## src/rtl/diamond_pkg.sv

```systemverilog
// Shared diamond layout and scan FSM encoding for the collector and display logic.
// Positions are top-left pixels of each 20x20 diamond sprite.
package diamond_pkg;

  localparam int DIAMOND_SIZE = 20;
  localparam int NUM_DIAMONDS = 6;

  typedef enum logic [1:0] {
    IDLE,
    SCAN,
    DONE
  } scan_state_t;

  typedef struct packed {
    logic [9:0] x;
    logic [9:0] y;
  } point_t;

  // 0..2 blue (watergirl), 3..5 red (fireboy)
  function automatic point_t diamond_pos(input logic [2:0] idx);
    point_t p;
    case (idx)
      3'd0:    begin p.x = 10'd460; p.y = 10'd408; end
      3'd1:    begin p.x = 10'd366; p.y = 10'd238; end
      3'd2:    begin p.x = 10'd38;  p.y = 10'd90;  end
      3'd3:    begin p.x = 10'd330; p.y = 10'd408; end
      3'd4:    begin p.x = 10'd300; p.y = 10'd220; end
      default: begin p.x = 10'd190; p.y = 10'd42;  end
    endcase
    return p;
  endfunction

endpackage

```

## src/rtl/aabb_overlap.sv

```systemverilog
// Player-vs-diamond box overlap test; strict inequalities, so touching edges miss.
// Sums are widened to 11 bits so boxes near the screen edge never wrap.
module aabb_overlap
  import diamond_pkg::*;
#(
  parameter int PLAYER_W = 20,
  parameter int PLAYER_H = 28
) (
  input  logic [9:0] px,
  input  logic [9:0] py,
  input  logic [9:0] dx,
  input  logic [9:0] dy,
  output logic       hit
);

  logic [10:0] px_w, py_w, dx_w, dy_w;

  assign px_w = {1'b0, px};
  assign py_w = {1'b0, py};
  assign dx_w = {1'b0, dx};
  assign dy_w = {1'b0, dy};

  assign hit = (px_w < dx_w + 11'(DIAMOND_SIZE))
            && (px_w + 11'(PLAYER_W) > dx_w)
            && (py_w < dy_w + 11'(DIAMOND_SIZE))
            && (py_w + 11'(PLAYER_H) > dy_w);

endmodule

```

## src/rtl/diamond_collector.sv

```systemverilog
// Per-frame diamond pickup scan: one diamond per cycle against latched positions.
// Score counters exist only when DIAMOND_SCORE_EN is defined.
module diamond_collector
  import diamond_pkg::*;
#(
  parameter int PLAYER_W = 20,
  parameter int PLAYER_H = 28
) (
  input  logic       Clk,
  input  logic       Reset,
  input  logic       frame_clk,
  input  logic       level_restart,
  input  logic [9:0] fire_x,
  input  logic [9:0] fire_y,
  input  logic [9:0] water_x,
  input  logic [9:0] water_y,
  output logic       is_diamond_eat1,
  output logic       is_diamond_eat2,
  output logic       is_diamond_eat3,
  output logic       is_diamond_eat1_red,
  output logic       is_diamond_eat1_red1,
  output logic       is_diamond_eat1_red2,
  output logic [1:0] blue_count,
  output logic [1:0] red_count,
  output logic       collect_pulse,
  output logic       all_collected
);

  scan_state_t state;
  logic [2:0]  idx;
  logic        frame_q;
  logic [9:0]  fx_q, fy_q, wx_q, wy_q;
  logic [5:0]  eaten;
  logic        frame_edge;
  logic        is_blue;
  logic        hit;
  logic        new_hit;
  point_t      dpos;
  logic [9:0]  px, py;

  assign frame_edge = frame_clk & ~frame_q;
  assign dpos       = diamond_pos(idx);
  assign is_blue    = idx < 3'd3;
  assign px         = is_blue ? wx_q : fx_q;
  assign py         = is_blue ? wy_q : fy_q;
  assign new_hit    = (state == SCAN) && hit && !eaten[idx];

  aabb_overlap #(
    .PLAYER_W (PLAYER_W),
    .PLAYER_H (PLAYER_H)
  ) u_overlap (
    .px  (px),
    .py  (py),
    .dx  (dpos.x),
    .dy  (dpos.y),
    .hit (hit)
  );

  always_ff @(posedge Clk) begin
    if (Reset) begin
      state         <= IDLE;
      idx           <= '0;
      frame_q       <= 1'b0;
      eaten         <= '0;
      collect_pulse <= 1'b0;
      all_collected <= 1'b0;
      fx_q          <= '0;
      fy_q          <= '0;
      wx_q          <= '0;
      wy_q          <= '0;
    end else begin
      frame_q       <= frame_clk;
      collect_pulse <= 1'b0;
      if (level_restart) begin
        state         <= IDLE;
        idx           <= '0;
        eaten         <= '0;
        all_collected <= 1'b0;
      end else begin
        case (state)
          IDLE: if (frame_edge) begin
            state <= SCAN;
            idx   <= '0;
            fx_q  <= fire_x;
            fy_q  <= fire_y;
            wx_q  <= water_x;
            wy_q  <= water_y;
          end
          SCAN: begin
            if (new_hit) begin
              eaten[idx]    <= 1'b1;
              collect_pulse <= 1'b1;
            end
            if (idx == 3'(NUM_DIAMONDS - 1)) state <= DONE;
            else idx <= idx + 3'd1;
          end
          DONE: begin
            all_collected <= &eaten;
            state         <= IDLE;
            idx           <= '0;
          end
          default: state <= IDLE;
        endcase
      end
    end
  end

`ifdef DIAMOND_SCORE_EN
  logic [1:0] blue_q, red_q;

  always_ff @(posedge Clk) begin
    if (Reset || level_restart) begin
      blue_q <= '0;
      red_q  <= '0;
    end else if (new_hit) begin
      if (is_blue && blue_q != 2'd3) blue_q <= blue_q + 2'd1;
      if (!is_blue && red_q != 2'd3) red_q <= red_q + 2'd1;
    end
  end

  assign blue_count = blue_q;
  assign red_count  = red_q;
`else
  assign blue_count = '0;
  assign red_count  = '0;
`endif

  assign is_diamond_eat1      = eaten[0];
  assign is_diamond_eat2      = eaten[1];
  assign is_diamond_eat3      = eaten[2];
  assign is_diamond_eat1_red  = eaten[3];
  assign is_diamond_eat1_red1 = eaten[4];
  assign is_diamond_eat1_red2 = eaten[5];

endmodule

```

## config.mk

```make
export PLATFORM = sky130hd
export DESIGN_NAME = diamond_collector
export DESIGN_NICKNAME = d
export VERILOG_FILES = /design/src/rtl/diamond_pkg.sv /design/src/rtl/aabb_overlap.sv /design/src/rtl/diamond_collector.sv
export SDC_FILE = /design/constraint.sdc
export NUM_CORES = 1
export LEC_CHECK = 0
export CAP_MARGIN = 20
export CORE_ASPECT_RATIO = 1.2
export CORE_UTILIZATION = 49
export CTS_CLUSTER_SIZE = 25
export DETAILED_ROUTE_END_ITERATION = 10
export PLACE_DENSITY_LB_ADDON = 0.05
export REMOVE_ABC_BUFFERS = 1
export SLEW_MARGIN = 20
export SYNTH_ARGS = -nofsm -noshare
export SYNTH_HDL_FRONTEND = slang
export SYNTH_SLANG_ARGS = --single-unit
```

## constraint.sdc

```tcl
create_clock -name Clk -period 3.85 [get_ports Clk]
set_input_delay 0.77 -clock Clk [delete_from_list [all_inputs] [get_ports Clk]]
set_output_delay 0.77 -clock Clk [all_outputs]
set_load 0.05 [all_outputs]
```

==> results of run 1 <==
[final timing paths]
kind | cells past startpoint | start | slack, ps | endpoint
worst min register to register | 2 | fx_q[1] | 460 | fx_q[1]
worst max-delay path | 13 | idx[0] | 330 | eaten[2]
worst max register to register | 13 | idx[0] | 330 | eaten[2]
worst min-delay path | 2 | fx_q[1] | 460 | fx_q[1]
[area by class of cell]
type	instances	area (sq um)	share of cell area, %
timing repair buffer	65	616	14.0
sequential	54	1080	24.7
tap	90	113	2.57
clock buffer	6	82.6	1.88
multi-input combinational	370	2380	54.2
inverter	23	86.3	1.97
clock inverter	1	30.0	0.685
[kinds of logic after synthesis]
kind of cell	synth area share, %
buffers and inverters	5.90
AOI/OAI and AO/OA	20.7
xor gates and xnor gates	2.88
DFF	29.7
muxes	6.93
and+or+nand+nor	20.4
adders and majority gates	13.4
other	0.103
[placed cells by master, fill, tap and decap left out, types with 6 or more instances in the layout]
cell             netlist  final
clkbuf_8               0      6
mux2_2                 8      8
nor3_1                 8      8
clkdlybuf4s50_1        0     51
inv_1                 23     23
o21ai_0               15     15
ha_1                  39     39
a21oi_1               62     61
buf_4                  4     14
xnor2_1                9      9
dfxtp_1               54     54
mux2i_1               14     14
nand2_1              110    110
nor2_1                16     16
nand3_1                8      8
o31ai_1                6      6
[where the power goes]
part           switching (mW)  internal (mW)
clock                   0.183          0.208
combinational          0.0889         0.0856
sequential             0.0149          0.577
[through the flow]
| stage | setup WS [ps] | utilization [%] | cell area (sq um) | std cells | hold WS, ps |
|---|---|---|---|---|---|
| floorplan | -139 | - | 3530 | 447 | 426 |
| global placement | 393 | 58.9 | 4260 | 602 | 443 |
| detailed placement | 150 | 58.9 | 4260 | 602 | 449 |
| CTS | 118 | 60.5 | 4370 | 609 | 463 |
| global route | 16.2 | 60.6 | 4390 | 609 | 483 |
| finish | 329 | 60.6 | 4390 | 609 | 461 |
[per-layer routing]
| layer | GRT usage, % | wire, um | vias up |
|---|---|---|---|
| met5 | 0 | 0 | - |
| met4 | 8.93 | 201 | 0 |
| met3 | 3.10 | 238 | 14 |
| met2 | 38.8 | 3850 | 76 |
| met1 | 30.1 | 4110 | 1539 |
| li1 | - | - | 1737 |
[registers in the layout, summed over array words and instances (netlist names)]
| signal | count |
|---|---|
| fx_q | 10 |
| fy_q | 10 |
| wx_q | 10 |
| wy_q | 10 |
| eaten | 6 |
| idx | 3 |
| state | 2 |
| all_collected | 1 |
| collect_pulse | 1 |
| frame_q | 1 |
[worst max-delay path, stage by stage, from the launching register on]
cell and delay [ps]:
dfxtp_1 360, buf_4 180, a21oi_4 270, buf_4 290, mux2i_1 550, a21oi_1 170, xor2_1 170, ha_1 310
o21ai_0 90, a221o_1 350, a21oi_1 180, o22ai_1 110, buf_4 170, o31ai_1 250
==> impl_summary.txt, run 1 <==
----------------------------------------------------
[Routing]
  Vias per std cell ... 5.53
  Final antenna-violating net count ... 0
  Total Wirelength ... 8390 um
  DRC ... 0
  Number of optimization iterations in the first detailed-route pass ... 5
  Initial drt markers ... 146
  Routed via count ... 3,366
  Per-cell routed wire length ... 13.8 um

[Placed design]
  Number of buffer cells added on primary ports ... 51
  Post-detail-place hpwl ... 6540 um
  Final weighted congestion in routability-driven placement ... 0.858

[Floorplan]
  Vertical extent of the die ... 96.5 um
  Die outline area ... 7790 sq um
  Starting Density ... 50.4%
  Width of the chip ... 80.7 um
  I/O pin total ... 56
  Placeable core region ... 7230 sq um
  Placement Rows ... 34

[Synth]
  Number of flip-flops and latches in the synthesized netlist ... 54
  Count of distinct cell types in the synthesized netlist ... 55
  Biggest area contributors in the synthesized netlist ... dfxtp_1 30%, ha_1 13%, nand2_1 11%
  Synthesized area per cell ... 7.71 sq um
  Async S/R FF share, synth ... 0%
  Leading post-synthesis cells by instance count ... 110 x nand2_1, 62 x a21oi_1, 54 x dfxtp_1
  Area fraction of the dominant cell type after synthesis ... 29.7%
  Synthesized area ... 3640 sq um
  Number of synthesized flops with an enable pin ... 0
  Largest area contributor in the synthesized netlist ... dfxtp_1
  Sequential cell area fraction in the yosys report ... 29.7%
  Number of instances in the synthesized netlist ... 473
  Most used standard cell by instance count after synthesis ... nand2_1
  Predominant post-synthesis flop cell ... dfxtp_1
  Warnings from Yosys ... 0

[Layout]
  Area grow syn2layout ... 20.3%
  Diode insertion count for antenna repair ... 0
  Number of nets in the layout ... 602
  Layout filler cell count ... 707
  Fraction of layout instances using a drive strength above 1 ... 6.94%

[Global route]
  GRT overflow ... 0
  Vias in the first global route ... 3,112
  All-Layer GR Usage ... 23.2%
  First-pass GRT wire length ... 14,200 um
  Number of antenna violations at the first check in global routing ... 0
  Largest net degree at the start of global routing ... 43

[Clock tree]
  Buffers inserted during post-CTS setup optimization ... 0
  Total of hold buffers inserted after clock tree synthesis ... 0
  Skew-Pair Late Insertion Delay ... 310 ps
  TritonCTS Buffers ... 5
  Clock-pin slew reported for the worst setup and hold paths after clock tree synthesis ... 90 ps
  Root Buffer Master ... clkbuf_8
  Clock tree buffer depth ... 2
  Resized Gates After CTS ... 0
  Maximum level of the CTS H-tree ... 2
  Sink count of the clock tree ... 54
  TritonCTS clock tree ... done

[Hold path]
  Path class of the lowest-slack min-delay path ... register to register

[STA]
  Final Hold Vio Count ... 0
  Sum of negative setup slack ... 0 ps
  RSZ-0062 raised after global routing ... false
  Number of slew-limit violations in the final report ... 0
  Pin slew with the least headroom to its limit ... 717 ps
  Shortest period the worst path allows ... 3520 ps
  Clock skew after layout ... 11.7 ps
  Slew Limit Headroom ... 51.6%
  Final clock period utilization by the worst path ... 91.4%
  Number of failing setup endpoints in the final timing report ... 0
  Max Fclk ... 284 MHz

[Setup path]
  Crit Path Max Fanout ... 16
  CP required ... 4060 ps
  Worst Path Arrival ... 3730 ps
  Sort of element at the end of the critical path ... register
  Type of the worst setup path ... register to register
  Critical Path Start Type ... register

[Pwr]
  Power density over the cells ... 264 nW/um^2
  Static leakage ... 1.86 nW
  Maximum resistive drop on vdd ... 153 uV
  Pwr Total ... 1.16 mW

[Outcome]
  Outcome ... finished, final reports clean

[Run]
  Number of max-capacitance violations reported ... 0

----------------------------------------------------
Power figures use the tool's default switching activity.
==> run 2, diff against run 1 <==
CAP_MARGIN = not set   (was 20)
CTS_CLUSTER_SIZE = 16   (was 25)
==> results of run 2 <==
Same layout as run 1: the final DEF is identical, and so are final timing and power.
